File: src/rtl/display_pkg.sv
// Shared constants and helpers for the BCD seven-segment display scanner.
// Segment codes are logical (1 = lit), ordered {g,f,e,d,c,b,a}.
package display_pkg;

    localparam logic [6:0] SEG_OFF  = 7'h00;
    localparam logic [6:0] SEG_DASH = 7'h40;

    localparam logic [6:0] SEG_DIGITS [10] = '{
        7'h3F, 7'h06, 7'h5B, 7'h4F, 7'h66,
        7'h6D, 7'h7D, 7'h07, 7'h7F, 7'h6F
    };

    // Decimal digits needed to show the largest unsigned value of bin_width bits.
    function automatic int unsigned bcd_nibbles(input int unsigned bin_width);
        longint unsigned max_val;
        int unsigned     n;
        if (bin_width >= 64) begin
            max_val = '1;
        end else begin
            max_val = (64'd1 << bin_width) - 64'd1;
        end
        n = 1;
        for (int i = 0; i < 20; i++) begin
            if (max_val >= 64'd10) begin
                max_val = max_val / 64'd10;
                n++;
            end
        end
        return n;
    endfunction

endpackage

File: src/rtl/seg7_decode.sv
// Combinational BCD nibble to logical seven-segment decoder with blanking.
// Nibbles 10..15 render as a dash so corrupt input is visible on the display.
module seg7_decode
    import display_pkg::*;
(
    input  logic [3:0] nibble,
    input  logic       blank,
    output logic [6:0] seg
);

    always_comb begin
        seg = SEG_OFF;
        if (!blank) begin
            if (nibble <= 4'd9) begin
                seg = SEG_DIGITS[nibble];
            end else begin
                seg = SEG_DASH;
            end
        end
    end

endmodule

File: src/rtl/bcd_display_scanner.sv
// Time-multiplexed seven-segment scanner for a packed BCD word, with a shadow
// copy that only changes at frame boundaries and optional leading-zero blanking.
module bcd_display_scanner
    import display_pkg::*;
#(
    parameter int NIBBLES    = bcd_nibbles(16),
    parameter int CLK_DIV    = 100000,
    parameter bit ACTIVE_LOW = 1'b1
) (
    input  logic                   clk,
    input  logic                   rst_n,
    input  logic [NIBBLES*4-1:0]   bcd,
    input  logic                   bcd_valid,
    input  logic                   blank_lz,
    output logic [6:0]             seg,
    output logic [NIBBLES-1:0]     an,
    output logic                   frame_start
);

    localparam int PW = (CLK_DIV > 1) ? $clog2(CLK_DIV) : 1;
    localparam int IW = (NIBBLES > 1) ? $clog2(NIBBLES) : 1;
    localparam int BW = NIBBLES * 4;

    localparam logic [PW-1:0]      PRE_LAST    = PW'(CLK_DIV - 1);
    localparam logic [IW-1:0]      IDX_LAST    = IW'(NIBBLES - 1);
    localparam logic [6:0]         SEG_PIN_OFF = ACTIVE_LOW ? ~SEG_OFF : SEG_OFF;
    localparam logic [NIBBLES-1:0] AN_PIN_OFF  = ACTIVE_LOW ? '1 : '0;

    logic [PW-1:0]      prescaler_q, prescaler_d;
    logic [IW-1:0]      idx_q, idx_d;
    logic [BW-1:0]      pend_q, pend_d;
    logic               pend_vld_q, pend_vld_d;
    logic [BW-1:0]      shadow_q, shadow_d;
    logic               started_q;
    logic               wrap_q;
    logic               frame_start_q;
    logic [6:0]         seg_q;
    logic [NIBBLES-1:0] an_q;

    logic               tick;
    logic               boundary;
    logic [NIBBLES-1:0] zero_from;
    logic [3:0]         cur_digit;
    logic [NIBBLES-1:0] cur_onehot;
    logic               cur_lz;
    logic               cur_blank;
    logic [6:0]         cur_seg;
    logic [NIBBLES-1:0] cur_an;

    assign tick     = (prescaler_q == PRE_LAST);
    assign boundary = tick && (idx_q == IDX_LAST);

    always_comb begin
        prescaler_d = tick ? '0 : prescaler_q + PW'(1);
        idx_d       = idx_q;
        if (tick) begin
            idx_d = (idx_q == IDX_LAST) ? '0 : idx_q + IW'(1);
        end
    end

    // A strobe coinciding with the boundary bypasses the pending register.
    always_comb begin
        pend_d     = pend_q;
        pend_vld_d = pend_vld_q;
        shadow_d   = shadow_q;
        if (boundary) begin
            pend_vld_d = 1'b0;
            if (bcd_valid) begin
                shadow_d = bcd;
            end else if (pend_vld_q) begin
                shadow_d = pend_q;
            end
        end else if (bcd_valid) begin
            pend_d     = bcd;
            pend_vld_d = 1'b1;
        end
    end

    // zero_from[i]: shadow digits i..NIBBLES-1 are all zero.
    always_comb begin
        zero_from = '0;
        zero_from[NIBBLES-1] = (shadow_q[BW-1 -: 4] == 4'h0);
        for (int i = NIBBLES - 2; i >= 0; i--) begin
            zero_from[i] = (shadow_q[i*4 +: 4] == 4'h0) && zero_from[i+1];
        end
    end

    always_comb begin
        cur_digit  = 4'h0;
        cur_onehot = '0;
        cur_lz     = 1'b0;
        for (int i = 0; i < NIBBLES; i++) begin
            if (idx_q == IW'(i)) begin
                cur_digit     = shadow_q[i*4 +: 4];
                cur_onehot[i] = 1'b1;
                cur_lz        = zero_from[i];
            end
        end
    end

    // Outputs stay dark until the first tick has selected digit 0.
    assign cur_blank = !started_q || (blank_lz && (idx_q != '0) && cur_lz);
    assign cur_an    = cur_blank ? '0 : cur_onehot;

    seg7_decode u_decode (
        .nibble (cur_digit),
        .blank  (cur_blank),
        .seg    (cur_seg)
    );

    always_ff @(posedge clk or negedge rst_n) begin
        if (!rst_n) begin
            prescaler_q <= '0;
            idx_q       <= IDX_LAST;
            pend_q      <= '0;
            pend_vld_q  <= 1'b0;
            shadow_q    <= '0;
            started_q   <= 1'b0;
        end else begin
            prescaler_q <= prescaler_d;
            idx_q       <= idx_d;
            pend_q      <= pend_d;
            pend_vld_q  <= pend_vld_d;
            shadow_q    <= shadow_d;
            if (tick) begin
                started_q <= 1'b1;
            end
        end
    end

    // wrap_q marks the boundary edge; frame_start follows it to line up with digit 0.
    always_ff @(posedge clk or negedge rst_n) begin
        if (!rst_n) begin
            wrap_q        <= 1'b0;
            frame_start_q <= 1'b0;
            seg_q         <= SEG_PIN_OFF;
            an_q          <= AN_PIN_OFF;
        end else begin
            wrap_q        <= boundary;
            frame_start_q <= wrap_q;
            seg_q         <= ACTIVE_LOW ? ~cur_seg : cur_seg;
            an_q          <= ACTIVE_LOW ? ~cur_an : cur_an;
        end
    end

    assign seg         = seg_q;
    assign an          = an_q;
    assign frame_start = frame_start_q;

endmodule

File: config.mk
export PLATFORM = sky130hd
export DESIGN_NAME = bcd_display_scanner
export DESIGN_NICKNAME = d
export VERILOG_FILES = /design/src/rtl/display_pkg.sv /design/src/rtl/seg7_decode.sv /design/src/rtl/bcd_display_scanner.sv
export SDC_FILE = /design/constraint.sdc
export NUM_CORES = 1
export LEC_CHECK = 0
export BUFFER_PORTS_ARGS = -buffer_cell sky130_fd_sc_hd__buf_2
export CAP_MARGIN = 10
export CORE_MARGIN = 5
export CORE_UTILIZATION = 53
export DETAILED_ROUTE_END_ITERATION = 16
export PLACE_DENSITY = 0.8
export SLEW_MARGIN = 20
export SYNTH_ARGS = -nofsm -noshare
export SYNTH_HDL_FRONTEND = slang
export SYNTH_HIERARCHICAL = 1
export SYNTH_SLANG_ARGS = --single-unit
File: constraint.sdc
create_clock -name clk -period 2.9 [get_ports clk]
set_input_delay 0.58 -clock clk [delete_from_list [all_inputs] [get_ports clk]]
set_output_delay 0.58 -clock clk [all_outputs]
set_load 0.02 [all_outputs]
# Word-level counts from Yosys, hierarchy flattened
# Memory sizes are Yosys's and may differ from the RTL's.
# Index checks and enable logic that the tools add are counted.
# W data, S select, Z words.
# word_totals
reg_bits	76
romBits	112
in_bits	24
output_inout_bits	13
word_cells	70
memories	1
# mem_list
name	depth	width	rd	rd_clocked_by_memory_dff	wr	line_no	source
(name not given)	16	7	1	0	0	seg7_decode.sv:15	seg = SEG_DIGITS[nibble];
# op_classes
addsub	2
magnitude_cmp	2
n_eq_ne	5
n_mux	26
bitwise	4
n_reduce_logical	20
# op_table
cell	count
$mux W20	2
$mux W7	4
$logic_not A4 Y1	5
$mux W4	5
$add A17 B1 Y17 const B	1
$eq A17 B17 Y1 const B	1
$mux W17	1
$mux W1	12
$logic_and A1 B1 Y1	7
$not A7 Y7	1
$eq A3 B2 Y1 const B	2
$ge A5 B5 Y1 const B	1
$mux W5	1
$not A4 Y5	1
$not A5 Y5	1
$le A4 B4 Y1 const B	1
$reduce_and A2 Y1	2
$reduce_bool A2 Y1	2
$add A3 B1 Y3 const B	1
$eq A3 B1 Y1 const B	1
$eq A3 B3 Y1 const B	1
$logic_not A3 Y1	1
$mux W3	1
$reduce_bool A3 Y1	1
other kinds (3)	3

# Logic depth before layout (Yosys ltp)
# depth
ltp_word	14
depth_mapped	13

# By module
# Netlist, hierarchy kept.
# by_module_without_submodules
module	instances	cells_each	area_each_um2	seq_area_each_um2
bcd_display_scanner	1	327	3554.7	1918.1
seg7_decode	1	30	209.0	0.0

# Worst setup path before layout
# Ideal clock, no wire load.
# synth_timing
kind	reg2reg
startpoint	reg idx_q[2]
endpoint	reg seg_q[3], in the netlist seg[3]
arrival_ns	2.798
required_ns	2.842
setup_slack_ns	0.044
stages_incl_launch_ff	14
path_buffers	2
cell_sequence	dfstp_2 > clkbuf_1 > inv_1 > ha_1 > clkbuf_1 > nor3_1 > a21oi_1 > o21ai_0 > inv_1 > ha_1 > or2b_1 > a21oi_1 > nor2_1 > inv_1
# synth_between
elab_chain_len	13
word_cells_on_any_way	27
classes_between	order compare (1); eq/ne (4); mux (14); bitwise (2); reduce/logical (5); memory (1)
# synth_lines
element	line_no	source
start, declared	bcd_display_scanner.sv:30	logic [IW-1:0] idx_q, idx_d;
start signal, assigned	bcd_display_scanner.sv:121	idx_q <= idx_d;
$logic_not A3 Y1	bcd_display_scanner.sv:93	if (idx_q == IW'(i)) begin
$mux W4 (4 in a row)	bcd_display_scanner.sv:93	
$mux W4 *	bcd_display_scanner.sv:93	
named net cur_digit[0]	bcd_display_scanner.sv:43	logic [3:0] cur_digit;
$not A4 Y5 (not written as such)	seg7_decode.sv:15	
$mem_v2 Z16 W7	-	
$mux W7 (not written as such) (2 in a row)	seg7_decode.sv:15	
$mux W7 *	seg7_decode.sv:14	if (nibble <= 4'd9) begin
$mux W7 *	seg7_decode.sv:13	if (!blank) begin
named net cur_seg[3]	bcd_display_scanner.sv:47	logic [6:0] cur_seg;
$not A7 Y7 *	bcd_display_scanner.sv:141	seg_q <= ACTIVE_LOW ? ~cur_seg : cur_seg;
end signal, assigned	bcd_display_scanner.sv:141	
end, declared	bcd_display_scanner.sv:37	logic [6:0] seg_q;
# Mark *: on every way through the listed nets, which the timed path passes. The rest lies on a longest branch. The select of a mux whose other input is x is not followed.
# A chain may end at the register's enable or synchronous reset.

# Worst setup path in the final report
# layout_timing
startpoint	reg idx_q[1]
endpoint	reg seg_q[3], in the netlist seg[3]
# The elaborated chain is that of the path after synthesis.

==> results.md <==
- Status: complete, no violations
- CTS max path bufs: 2
- Max VDD drop: around 0.00035 V
- MaxCap Viol Count: 0
- Unrepaired setup endpoints after global routing: no
- Startpoint Class: flip-flop
- Io pins: 37
- Nets: 424
- CTS tree: yes
- Clock sinks: 76
- First-pass DRT Iterations: 5
- Final period util: 0.909
- Remaining DRCs: 0
- Maximum achievable frequency: 380 MHz
- R2R setup slack: 270 ps
- Ant diodes: 0
- Final hold vios: 0
- GRT overflow: 0
- Post-CTS Setup Inserts: 0
- Worst Hold Class: flip-flop to flip-flop
- Critical path endpoint category: flip-flop
- PortBufs: 36
- Leak pwr: 1.82 nW
- Die area: 8890 um2
- Fill cells: 555
- Top layer used by detailed routing: met4
- Met3 WL: 456 um
- Crit path kind: flip-flop to flip-flop
- EDFF count, synth: 0
- Row cnt: 30
- DR iter-0 viols: 216
- Placed wire-length estimate: roughly 5 mm
- PD cells: 485 nW/um2
- Initial antenna violation count: 0
- WL/cell: 15.8 um
- Die Y: 94.3 um
- Seq cells post-synth: 76
- CTS resizes: 0
- CTS root buf: clkbuf_8
- CP Max Fanout: 7
- P&R area growth vs syn: 12.4%
- CTS Buf Count: 9
- Die Wd: approximately 94 um
- Drt via density: 5.88
- Met1 WL: around 3.5 mm
- Final Wtd Congestion: 0.871
- CTS Hold Buffers Added: 0
- Data arrival, critical path: between 2000 and 3000 ps
- Initial core utilization: 0.548
- Area of the mapped netlist: 3760 um2
- Pins over their slew limit: 0
- Final setup viols: 0
- Antenna-violating nets left: 0
- Skew final: 10.8 ps
- Post-Synthesis Mean Instance Area: 10.5 um2
- Synth unique cells: 42
- Synthesized instance count: between 300 and 400
- Main synth FF type: dfrtp_1
- H-tree levels: 3
- Gr usage total: 0.186
- Setup TNS: 0 ps
- Pwr Total: approximately 2.0 mW
- Post-synth net total: 393
- Final hold slack: around 360 ps
- Post-Route WL: 7.71 mm
- Clk slew on worst S/H paths: 80 ps
- First-pass GRT wire length: 13.0 mm
- Metal2 WL: approximately 3.7 mm
- Worst-Skew Late Latency: 350 ps
- Ys async rst share: 1.00
- Sequential share of the synthesized area: 0.510
- Min Tclk post-route: between 2000 and 3000 ps
- Max-slew headroom at the worst pin: 0.385
- Largest net degree at the start of global routing: 77
- Total of warnings raised by yosys: 6
- Core Region: 6870 um2
- Slew @ Worst Pin: 922 ps
- Crit path required time: 3190 ps
- Total number of vias: 2873
- Share of layout cells above drive strength 1: 0.204
- Number of global-route vias before repair: 2745
-- cell usage after synthesis, types with 2 or more instances --
| cell | count | area share |
|---|---|---|
| clkbuf_1 | 13 | 0.013 |
| nand4b_1 | 22 | 0.051 |
| buf_2 | 6 | 0.0080 |
| nand3_1 | 12 | 0.016 |
| buf_6 | 2 | 0.0060 |
| and4_1 | 2 | 0.0047 |
| nand2_1 | 9 | 0.0090 |
| a21oi_1 | 29 | 0.039 |
| and2b_1 | 2 | 0.0040 |
| mux2_1 | 20 | 0.060 |
| a22oi_1 | 3 | 0.0060 |
| o22ai_1 | 20 | 0.033 |
| nor2_1 | 21 | 0.021 |
| nand4_1 | 6 | 0.010 |
| ha_1 | 12 | 0.040 |
| dfstp_2 | 13 | 0.091 |
| nor4_1 | 3 | 0.0050 |
| nand2b_1 | 2 | 0.0033 |
| dfrtp_1 | 63 | 0.42 |
| a221oi_1 | 4 | 0.0093 |
| inv_1 | 16 | 0.016 |
| xor2_1 | 7 | 0.016 |
| nor3_1 | 8 | 0.011 |
| o21ai_0 | 27 | 0.036 |
| and2_1 | 3 | 0.0050 |
| xnor2_1 | 7 | 0.016 |
| and3_1 | 2 | 0.0033 |
| buf_1 | 3 | 0.0030 |
| nor2b_1 | 7 | 0.012 |
-- placed cells by master (no fill, tap or decap), types with 8 or more instances in the layout --
cell type,n
dfrtp_1,62
buf_2,35
a21oi_1,29
o21ai_0,26
nand4b_1,22
nor2_1,21
o22ai_1,20
mux2_1,20
inv_1,16
dfstp_2,13
nand3_1,12
ha_1,12
nand2_1,9
clkbuf_8,9
buf_4,9
nor3_1,8
-- state kept, by name, summed over array words and instances, names as in the netlist --
name         count
idx_q            3
pend_vld_q       1
an               5
seg              7
prescaler_q     17
frame_start      1
shadow_q        20
started_q        1
pend_q          20
wrap_q           1
-- kinds of logic (layout without fill, tap and decap cells) --
kind of cell             count (synthesis)  after routing  share of synthesized area
AND/OR/NAND/NOR                        106            106                      0.174
flip-flops                              76             76                      0.510
XOR/XNOR                                14             14                     0.0326
multiplexers                            21             21                     0.0628
AO/OA/AOI/OAI                           88             88                      0.135
adder cells (fa/ha/maj)                 12             12                     0.0399
buffers and inverters                   40             76                     0.0459
-- routing by layer --
metal | vias up | GRT usage
met5 | - | 0
met4 | 0 | 0.0866
met3 | 12 | 0.0337
met2 | 102 | 0.298
met1 | 1405 | 0.245
li1 | 1354 | -
-- area by class of cell --
class                   instances  area, um2  area share
flip-flops and latches         76       1920       0.454
well taps                      96        120      0.0284
repair buffers                 44        243      0.0574
clock buffers                   9        124      0.0293
inverters                      16       60.1      0.0142
multi-input cells             241       1670       0.395
clock inverters                 7       91.3      0.0216
-- power breakdown --
| part | leakage, nW | internal, mW | switching [mW] | total (mW) |
|---|---|---|---|---|
| clock | 0.109 | 0.481 | 0.386 | 0.867 |
| combinational | 0.759 | 0.0386 | 0.0445 | 0.0830 |
| sequential | 0.951 | 1.09 | 0.0119 | 1.10 |
-- worst max-delay path, stage by stage, from the launching register on --
cell and delay [ps]:
dfrtp_1 380, inv_1 80, ha_1 260, nor2b_1 280, a221oi_1 140, nor3_1 200, a21oi_1 60, o21ai_0 240
inv_1 120, ha_1 320, or2b_1 230, a21oi_1 150, nor2_1 60, inv_1 60
-- final timing paths --
check | start | endpoint | depth (start not counted)
min in group asynchronous | rst_n | prescaler_q[12] | 1
setup / recovery | idx_q[1] | seg[3] | 13
max in group asynchronous | rst_n | pend_vld_q | 1
hold / removal | wrap_q | frame_start | 0
hold reg to reg | wrap_q | frame_start | 0
setup reg to reg | idx_q[1] | seg[3] | 13
-- through the flow --
step	setup slack, ps	cell area [um2]	std cells	utilization
finish	265	4230	489	0.616
global route	31.0	4230	489	0.616
CTS	237	4230	489	0.616
detailed placement	272	4010	473	0.584
global placement	431	4010	473	0.584
floorplan	43.7	3760	357	-
Note: power is estimated with default switching activity, not from simulation.
